===== src/rtl/fb_span_writer_if.sv =====
// Command and SRAM bus bundle for the framebuffer span writer.
// The master view belongs to the span writer (it takes commands and drives
// the SRAM access); the slave view belongs to the CPU/SRAM side.
interface fb_span_writer_if;
    // command port
    logic        cmd_valid;
    logic        cmd_ready;
    logic [9:0]  cmd_x0;
    logic [9:0]  cmd_x1;
    logic [8:0]  cmd_y;
    logic        cmd_color;
    // SRAM port
    logic [31:0] SRAM_data_in;
    logic        SRAM_busy;
    logic [31:0] word_address_dest;
    logic [3:0]  byte_select;
    logic [31:0] SRAM_data_out;
    logic        read_en;
    logic        write_en;
    // status
    logic        busy;
    logic        cmd_err;

    modport master (
        input  cmd_valid, cmd_x0, cmd_x1, cmd_y, cmd_color,
        input  SRAM_data_in, SRAM_busy,
        output cmd_ready, word_address_dest, byte_select, SRAM_data_out,
        output read_en, write_en, busy, cmd_err
    );

    modport slave (
        output cmd_valid, cmd_x0, cmd_x1, cmd_y, cmd_color,
        output SRAM_data_in, SRAM_busy,
        input  cmd_ready, word_address_dest, byte_select, SRAM_data_out,
        input  read_en, write_en, busy, cmd_err
    );
endinterface


===== src/rtl/fb_span_writer.sv =====
// Framebuffer span writer: turns a horizontal span-fill command into a
// sequence of SRAM word accesses. Words only partly covered by the span are
// read, merged with the pixel mask and written back; fully covered words are
// written directly. All SRAM outputs are decoded from registered state, so an
// asynchronous reset drops any request immediately.
module fb_span_writer #(
    parameter logic [31:0] BASE_ADDR = 32'd0,
    parameter int          H_PIXELS  = 640,
    parameter int          V_LINES   = 480
) (
    input  logic            clk,
    input  logic            nrst,
    fb_span_writer_if.master bus
);

    typedef enum logic [1:0] {
        IDLE  = 2'd0,
        READ  = 2'd1,
        WRITE = 2'd2
    } state_t;

    localparam logic [10:0] H_LIMIT = 11'(H_PIXELS);
    localparam logic [9:0]  V_LIMIT = 10'(V_LINES);

    state_t      state_q,    state_d;
    logic [9:0]  x0_q,       x0_d;
    logic [9:0]  x1_q,       x1_d;
    logic [31:0] lineBase_q, lineBase_d;
    logic        color_q,    color_d;
    logic [4:0]  wordIdx_q,  wordIdx_d;
    logic [31:0] readData_q, readData_d;
    logic        err_q,      err_d;

    logic        cmdBad;
    logic        firstFull;
    logic        lastWord;
    logic        nextFull;
    logic [4:0]  loBit;
    logic [4:0]  hiBit;
    logic [31:0] pixMask;
    logic [31:0] curAddr;
    logic [3:0]  maskLanes;
    logic [31:0] mergedData;

    logic        readEn;
    logic        writeEn;
    logic [31:0] addrOut;
    logic [3:0]  laneOut;
    logic [31:0] dataOut;

    // Decode the current word: inclusive pixel mask, byte lanes, merged data,
    // and the shape of the next word and of a newly offered command.
    always_comb begin
        cmdBad     = ({1'b0, bus.cmd_x1} >= H_LIMIT) || ({1'b0, bus.cmd_y} >= V_LIMIT) ||
                     (bus.cmd_x1 < bus.cmd_x0);
        firstFull  = (bus.cmd_x0[4:0] == 5'd0) &&
                     ((bus.cmd_x0[9:5] != bus.cmd_x1[9:5]) || (bus.cmd_x1[4:0] == 5'd31));
        lastWord   = (wordIdx_q == x1_q[9:5]);
        nextFull   = ((wordIdx_q + 5'd1) != x1_q[9:5]) || (x1_q[4:0] == 5'd31);
        loBit      = (wordIdx_q == x0_q[9:5]) ? x0_q[4:0] : 5'd0;
        hiBit      = lastWord ? x1_q[4:0] : 5'd31;
        pixMask    = (32'hFFFF_FFFF << loBit) & (32'hFFFF_FFFF >> (5'd31 - hiBit));
        curAddr    = lineBase_q + {27'd0, wordIdx_q};
        maskLanes  = {|pixMask[31:24], |pixMask[23:16], |pixMask[15:8], |pixMask[7:0]};
        mergedData = color_q ? (readData_q | pixMask) : (readData_q & ~pixMask);
    end

    // Next-state and SRAM request decode; requests are held while the SRAM is busy.
    always_comb begin
        state_d    = state_q;
        x0_d       = x0_q;
        x1_d       = x1_q;
        lineBase_d = lineBase_q;
        color_d    = color_q;
        wordIdx_d  = wordIdx_q;
        readData_d = readData_q;
        err_d      = 1'b0;
        readEn     = 1'b0;
        writeEn    = 1'b0;
        addrOut    = 32'd0;
        laneOut    = 4'd0;
        dataOut    = 32'd0;

        case (state_q)
            IDLE: begin
                if (bus.cmd_valid) begin
                    if (cmdBad) begin
                        err_d = 1'b1;
                    end else begin
                        x0_d       = bus.cmd_x0;
                        x1_d       = bus.cmd_x1;
                        color_d    = bus.cmd_color;
                        lineBase_d = BASE_ADDR + {19'd0, bus.cmd_y, 4'd0} + {21'd0, bus.cmd_y, 2'd0};
                        wordIdx_d  = bus.cmd_x0[9:5];
                        state_d    = firstFull ? WRITE : READ;
                    end
                end
            end
            READ: begin
                readEn  = 1'b1;
                addrOut = curAddr;
                laneOut = 4'hF;
                if (!bus.SRAM_busy) begin
                    readData_d = bus.SRAM_data_in;
                    state_d    = WRITE;
                end
            end
            WRITE: begin
                writeEn = 1'b1;
                addrOut = curAddr;
                laneOut = maskLanes;
                dataOut = mergedData;
                if (!bus.SRAM_busy) begin
                    if (lastWord) begin
                        state_d = IDLE;
                    end else begin
                        wordIdx_d  = wordIdx_q + 5'd1;
                        readData_d = 32'd0;
                        state_d    = nextFull ? WRITE : READ;
                    end
                end
            end
            default: state_d = IDLE;
        endcase
    end

    // State and command registers; asynchronous reset discards any command in flight.
    always_ff @(posedge clk or negedge nrst) begin
        if (!nrst) begin
            state_q    <= IDLE;
            x0_q       <= 10'd0;
            x1_q       <= 10'd0;
            lineBase_q <= 32'd0;
            color_q    <= 1'b0;
            wordIdx_q  <= 5'd0;
            readData_q <= 32'd0;
            err_q      <= 1'b0;
        end else begin
            state_q    <= state_d;
            x0_q       <= x0_d;
            x1_q       <= x1_d;
            lineBase_q <= lineBase_d;
            color_q    <= color_d;
            wordIdx_q  <= wordIdx_d;
            readData_q <= readData_d;
            err_q      <= err_d;
        end
    end

    assign bus.cmd_ready         = (state_q == IDLE);
    assign bus.busy              = (state_q != IDLE);
    assign bus.cmd_err           = err_q;
    assign bus.read_en           = readEn;
    assign bus.write_en          = writeEn;
    assign bus.word_address_dest = addrOut;
    assign bus.byte_select       = laneOut;
    assign bus.SRAM_data_out     = dataOut;

endmodule


===== src/flat_wrapper.sv =====
// flat-port wrapper written by rule: the top's interface ports become plain ports
module fb_span_writer_flat 
#(
    parameter logic [31:0] BASE_ADDR = 32'd0,
    parameter int          H_PIXELS  = 640,
    parameter int          V_LINES   = 480
)
  (clk, nrst, bus_cmd_valid, bus_cmd_x0, bus_cmd_x1, bus_cmd_y, bus_cmd_color, bus_SRAM_data_in, bus_SRAM_busy, bus_cmd_ready, bus_word_address_dest, bus_byte_select, bus_SRAM_data_out, bus_read_en, bus_write_en, bus_busy, bus_cmd_err);
  fb_span_writer_if bus_i ();
  input  logic clk;
  input  logic nrst;
  input wire logic [$bits(bus_i.cmd_valid)-1:0] bus_cmd_valid;
  input wire logic [$bits(bus_i.cmd_x0)-1:0] bus_cmd_x0;
  input wire logic [$bits(bus_i.cmd_x1)-1:0] bus_cmd_x1;
  input wire logic [$bits(bus_i.cmd_y)-1:0] bus_cmd_y;
  input wire logic [$bits(bus_i.cmd_color)-1:0] bus_cmd_color;
  input wire logic [$bits(bus_i.SRAM_data_in)-1:0] bus_SRAM_data_in;
  input wire logic [$bits(bus_i.SRAM_busy)-1:0] bus_SRAM_busy;
  output wire logic [$bits(bus_i.cmd_ready)-1:0] bus_cmd_ready;
  output wire logic [$bits(bus_i.word_address_dest)-1:0] bus_word_address_dest;
  output wire logic [$bits(bus_i.byte_select)-1:0] bus_byte_select;
  output wire logic [$bits(bus_i.SRAM_data_out)-1:0] bus_SRAM_data_out;
  output wire logic [$bits(bus_i.read_en)-1:0] bus_read_en;
  output wire logic [$bits(bus_i.write_en)-1:0] bus_write_en;
  output wire logic [$bits(bus_i.busy)-1:0] bus_busy;
  output wire logic [$bits(bus_i.cmd_err)-1:0] bus_cmd_err;
  assign bus_i.cmd_valid = bus_cmd_valid;
  assign bus_i.cmd_x0 = bus_cmd_x0;
  assign bus_i.cmd_x1 = bus_cmd_x1;
  assign bus_i.cmd_y = bus_cmd_y;
  assign bus_i.cmd_color = bus_cmd_color;
  assign bus_i.SRAM_data_in = bus_SRAM_data_in;
  assign bus_i.SRAM_busy = bus_SRAM_busy;
  assign bus_cmd_ready = bus_i.cmd_ready;
  assign bus_word_address_dest = bus_i.word_address_dest;
  assign bus_byte_select = bus_i.byte_select;
  assign bus_SRAM_data_out = bus_i.SRAM_data_out;
  assign bus_read_en = bus_i.read_en;
  assign bus_write_en = bus_i.write_en;
  assign bus_busy = bus_i.busy;
  assign bus_cmd_err = bus_i.cmd_err;
  fb_span_writer #(.BASE_ADDR(BASE_ADDR), .H_PIXELS(H_PIXELS), .V_LINES(V_LINES)) u_core (.clk(clk), .nrst(nrst), .bus(bus_i));
endmodule

===== config.mk =====
export PLATFORM = sky130hd
export DESIGN_NAME = fb_span_writer_flat
export DESIGN_NICKNAME = d
export VERILOG_FILES = /design/src/rtl/fb_span_writer_if.sv /design/src/rtl/fb_span_writer.sv /design/src/flat_wrapper.sv
export SDC_FILE = /design/constraint.sdc
export NUM_CORES = 1
export LEC_CHECK = 0
export BUFFER_PORTS_ARGS = -buffer_cell sky130_fd_sc_hd__buf_2
export CORE_UTILIZATION = 40
export DETAILED_ROUTE_END_ITERATION = 8
export HOLD_SLACK_MARGIN = 0.05
export SYNTH_ARGS = -nofsm -noshare
export SYNTH_HDL_FRONTEND = slang
export SYNTH_SLANG_ARGS = --single-unit

===== constraint.sdc =====
create_clock -name clk -period 2.3 [get_ports clk]
set_clock_uncertainty 0.05 [all_clocks]
set_input_delay 0 -clock clk [delete_from_list [all_inputs] [get_ports clk]]
set_output_delay 0 -clock clk [all_outputs]
set_load 0.005 [all_outputs]

Word level (Yosys, flattened, before mapping)
Index checks and enable logic that the tools add are counted.

Equality and inequality tests: 13. Reduce and logical (&&, ||, !) cells: 19. Div/mod/pow operators: 0. Order comparisons: 3. Shifts and indexed selects: 2. $add $sub $neg: 4. Bitwise logic cells: 5. $mul: 0. Muxes and demuxes: 28.

Operator list (count): 2-to-1 mux 32 bit (6); AND 32 bit (2); one-hot mux 32 bit (2 select lines) (1); adder 32 x 5 -> 32 bit (1); inverter 32 bit (1); bitwise OR 32 bit (1); OR reduction 8 bit (4); << shifter 32 x 5 -> 32 bit (first input constant) (1); right shift 32 x 5 -> 32 bit (first input constant) (1); 2-to-1 mux 5 bit (6); adder 13 x 11 -> 14 bit (1); 2-to-1 mux 2 bit (7); equality test 5 bit (2); equality test 5 bit (second input constant) (2); greater-or-equal comparator 10 bit (second input constant) (1); < comparator 10 bit (1); != test 2 bit (second input constant) (5); != test 5 bit (2); one-hot mux 5 bit (2 select lines) (1); greater-or-equal comparator 9 bit (second input constant) (1); one-hot mux 4 bit (2 select lines) (1); AND reduction 4 bit (2); one-hot mux 2 bit (3 select lines) (1); nonzero test 2 bit (3); other kinds (13) (20).

Output and inout bits: 73. Input port bits: 66. RAM bits: 0. Flip-flop bits (word level): 93. Bits in read-only memories: 0. Latch bits: 0. Memories kept: 0. Logic and storage cells: 82.

Longest topological paths before layout
Depth after elaboration: 9. Gate-level depth with buffers: 10. Gate-level depth less buffers: 9.

Worst setup path after synthesis
No wires, ideal clock.

Path type: flip-flop to flip-flop. From: register u_core.wordIdx_q[3]. To: register u_core.wordIdx_q[1]. Path slack: 0.203 ns. Library setup time: 0.125 ns. Required time: 2.125 ns. Path buffers: 1. Clock period less this slack: 2.097 ns. Cell stages (with the launch flop): 8. Arrival time: 1.923 ns. Cells stage by stage: dfrtp_1 -> buf_4 -> xor2_1 -> nor2_1 -> and2_4 -> or3_1 -> a21oi_2 -> mux2_2.

Longest elaborated chain between the ends: 3.

Ends and longest elaborated chain: start, declared (RTL line fb_span_writer.sv:30) `logic [4:0] wordIdx_q, wordIdx_d;`; start signal, assigned (RTL line fb_span_writer.sv:144) `wordIdx_q <= wordIdx_d;`; equality test 5 bit (RTL line fb_span_writer.sv:58) `lastWord = (wordIdx_q == x1_q[9:5]);`; != test 2 bit (no source line); AND reduction 5 bit (no source line).

Every way passes these cells. A chain may end at the register's enable or synchronous reset.

Worst setup path after layout
From: register u_core.wordIdx_q[3]. To: output bus_byte_select[0].

Longest elaborated chain between the ends: 7. Elaborated cells on any way between the ends: 10. Those cells by class: add/sub: 1; eq/ne: 2; shift: 2; mux: 3; bitwise: 1; reduce/logical: 1.

Ends and longest elaborated chain: equality test 5 bit (RTL line fb_span_writer.sv:58); 2-to-1 mux 5 bit (RTL line fb_span_writer.sv:61) `hiBit = lastWord ? x1_q[4:0] : 5'd31;`; subtractor 5 bit (RTL line fb_span_writer.sv:62) `pixMask = (32'hFFFF_FFFF << loBit) & (32'hFFFF_FFFF >> (5'd31 - hiBit));`; right shift 32 x 5 -> 32 bit (RTL line fb_span_writer.sv:62); AND 32 bit * (RTL line fb_span_writer.sv:62); OR reduction 8 bit * (RTL line fb_span_writer.sv:64) `maskLanes = {|pixMask[31:24], |pixMask[23:16], |pixMask[15:8], |pixMask[7:0]};`; one-hot mux 4 bit (2 select lines) * (RTL line fb_span_writer.sv:84) `case (state_q)`; end, declared (RTL line flat_wrapper.sv:21) `output wire logic [$bits(bus_i.byte_select)-1:0] bus_byte_select;`.

Every way passes the cells marked *; elsewhere a longest branch is shown, timed or not.

==> impl_metrics.yaml <==
sta:
  slew_headroom_pct: 53.73
  fmax_mhz: 414.6
  final.min_clock_period_ns: 2.412
  tightest_slew_ns: 0.6940
  fin_setup_tns_ns: -0.5258
  finalHoldViolations: 0
  grt_setup_unrepaired: "yes"
  setup_viol: 9
  fin_crit_sh_pct: 104.9
  hold_slack_ns: 0.07242
  finalWorstSetupSlack_ns: -0.1117
  drv_slew: 0
critical_path:
  cp_slowest_cell: "dfrtp_1"
  crit_path_max_incr_delay_ns: 0.43
  cp_data_required_time_ns: 2.25
  cp.arrival_ns: 2.36
  worstPathCellList: "xor2_1 > nor3_2 > buf_6 > nand3_4 > buf_12 > nor4_2 > and3_1 > a31oi_1 > buf_2"
  worstReg2RegStart: "u_core.wordIdx_q[2]"
  regToRegSetupSlack_ns: 0.03
  crit_path_start_kind: "flip-flop"
  rr_worst_depth: 8
  cp_top_family: "simple AND/OR/NAND/NOR gates"
  worstReg2RegEnd: "u_core.wordIdx_q[3]"
  worstPathMaxFanout: 11
  crit_type: "reg2out"
  path_buf_inv: 3
  endpoint_kind: "output port"
yosys:
  ys_ff_latch: 73
  ys_warn_count: 0
  ys_seq_area_share_pct: 32.74
  syn_area_mm2: 0.005579
  synth_area_leader_cell: "dfrtp_1"
  synthDistinctLibCells: 63
  async_flop_share_pct: 100.0
  synth_area_per_cell_um2: 8.339
  synth_edf_count: 0
  synth_top_area_share_pct: 32.74
  netlist_top_cells_area: "dfrtp_1 (33%), nand2_1 (5.7%), mux2i_1 (5.6%)"
  synth_flop_cell: "dfrtp_1"
  syn_inst: 669
cells_and_area:
  nFillCells: 1223
  layout.nets: 960
  antenna_cells: 0
  drive_gt1_share_pct: 30.70
  stdcell_count: 1049
  fin_area_mm2: 0.007979
  syn2layout_area_growth_pct: 43.01
min_path:
  min_to: "u_core.lineBase_q[5]"
  hold_depth: 4
  hold_path_class: "in2reg"
  hp-start: "bus_cmd_y[3]"
detailed_routing:
  viasPerCell: 5.639
  vias: 5915
  drt_iter0_drc: 378
  wl_per_cell_um: 18.16
  first_pass_iters: 5
  ant_nets: 0
  drt_wl_total_mm: 19.06
  drc: 0
clock_tree:
  cts_made_buffers: 9
  htreeDepth: 3
  cts_tree: "done"
  cts_buffer_depth: 2
  clkTransAtPathRegs_ns: 0.07
  clk_latency_ns: 0.35
  cts_sinks: 73
  root_buffer: "clkbuf_16"
floorplanning:
  die_area_mm2: 0.01442
  initial_utilization_pct: 41.63
  fp.dieH_um: 120.1
  core_mm2: 0.01340
  ios: 139
  fp-row-count: 42
  die_w_um: 120.1
place:
  hpwl_mm: 13.39
  dp.cells: 955
  gp_congestion: 0.9146
  dpl-instance-area_mm2: 0.006476
  place_ws_ns: 0.05234
  port_buffers: 121
global_routing:
  overflow: 0
  use_met3_pct: 4.183
  globalRouteTotalUtil_pct: 26.22
  met1_usage_pct: 34.47
  grt.met2_usage_pct: 42.46
  busiest_layer: "met2"
  antenna_found_initial: 0
  grt_max_degree: 51
  grt_first_pass_wirelength_mm: 29.19
  grt_pass1_vias: 5686
pwr:
  power_density_mw_per_mm2: 1236
  p_leak_nw: 3.778
  peakVddDrop_v: 0.0004565
outcome:
  status: "finished with violations"
  violations: "setup timing"
run:
  drv_cap: 0
area by class of cell:
type / count / area [µm²] / share of cell area (%)
Clock inverter: 6 / 35.03 / 0.4391
Inverter: 21 / 78.83 / 0.9879
Sequential cell: 73 / 1832 / 22.96
Timing Repair Buffer: 235 / 1723 / 21.59
Multi-Input combinational cell: 528 / 3861 / 48.39
Clock buffer: 10 / 229.0 / 2.870
Tap cell: 176 / 220.2 / 2.760
per-layer routing:
metal,wire [µm],up-vias
li1,-,2771
met1,8422,2871
met2,9139,224
met3,952,49
met4,540,0
met5,0,-
repair_timing:
item                                    CTS  global route
hold endpoints to repair                 86             6
gates resized for setup                  34            60
setup buffers                             4            11
gates cloned                              1             2
endpoints found under the setup margin   36            51
hold buffers                             60             3
pin swaps                                 8            15
kinds of logic (layout without fill, tap and decap cells):
group | count (synthesis) | count (layout) | synth area share, %
compound gates | 184 | 184 | 22.99
xor+xnor | 27 | 27 | 4.239
fa+ha+maj | 26 | 26 | 6.100
buf+inv | 85 | 272 | 7.333
flops | 73 | 73 | 32.74
mux | 36 | 36 | 6.571
other cells | 1 | 17 | 0.06722
simple gates | 237 | 238 | 19.96
tightest hold or removal path: cells and delay by family:
family	cells	cell delay, ns
fa+ha+maj	1	0.17
buf+inv	2	0.19
mux	1	0.06
registers in the layout, summed over array words and instances (netlist names):
register,count
u_core.bus.cmd_err,1
u_core.color_q,1
u_core.lineBase_q,12
u_core.readData_q,32
u_core.state_q,2
u_core.wordIdx_q,5
u_core.x0_q,10
u_core.x1_q,10
Yosys cell counts (all sizes together), types with 2 or more instances:
| library cell | count |
|---|---|
| nand2b | 2 |
| nand3 | 10 |
| o21a | 4 |
| a2111oi | 3 |
| clkbuf | 37 |
| or2 | 2 |
| inv | 21 |
| nor2b | 7 |
| mux2 | 5 |
| a21oi | 24 |
| nand4 | 2 |
| o32ai | 5 |
| mux2i | 31 |
| nor3 | 10 |
| o21bai | 4 |
| a2bb2oi | 5 |
| o22ai | 18 |
| and3 | 11 |
| buf | 27 |
| a311oi | 3 |
| or3b | 2 |
| a21boi | 2 |
| a22o | 34 |
| dfrtp | 73 |
| o2bb2ai | 5 |
| and4 | 2 |
| nor4 | 3 |
| fa | 2 |
| xnor2 | 13 |
| o21ai | 42 |
| nand2 | 84 |
| and2 | 21 |
| xor2 | 14 |
| or4 | 3 |
| a21o | 6 |
| ha | 24 |
| or3 | 5 |
| nor3b | 6 |
| o211ai | 2 |
| o211a | 2 |
| a211o | 3 |
| a31oi | 7 |
| a211oi | 4 |
| nor2 | 66 |
placed cells by master, fill, tap and decap left out, types with 12 or more instances in the layout:
master         count
conb_1            17
inv_1             20
xor2_1            12
buf_2            121
dlygate4sd3_1     60
ha_1              21
nand2_1           81
o21ai_0           35
and2_1            19
dfrtp_1           69
a21oi_1           22
nor2_1            63
buf_4             44
mux2i_1           31
a22o_1            34
worst max path at each step:
stage	start	endpoint	slack (ns)	cells after the start
6_report	u_core.wordIdx_q[3]	bus_byte_select[0]	-0.11	9
5_1_grt	u_core.wordIdx_q[3]	bus_byte_select[0]	-0.17	9
4_1_cts	u_core.wordIdx_q[3]	bus_SRAM_data_out[10]	-0.09	9
3_5_place_dp	u_core.wordIdx_q[0]	u_core.state_q[1]	0.05	6
3_3_place_gp	u_core.wordIdx_q[0]	u_core.state_q[1]	0.04	6
2_1_floorplan	u_core.wordIdx_q[3]	u_core.wordIdx_q[1]	0.20	7
stage by stage:
step / power (mW) / util [%]
after detailed placement: 7.460 / 48.33
after global routing: 10.50 / 59.54
final: 9.863 / 59.54
after CTS: 9.200 / 56.38
after floorplan: 5.628 / -
after global placement: 7.421 / 48.33
power breakdown:
group	switching, mW	internal [mW]	total, mW	leakage, nW
Sequential	0.649	1.89	2.53	0.919
Combinational	3.28	2.74	6.03	2.73
Clock	0.580	0.722	1.30	0.128
No activity file was read; power rests on OpenSTA's default activity.
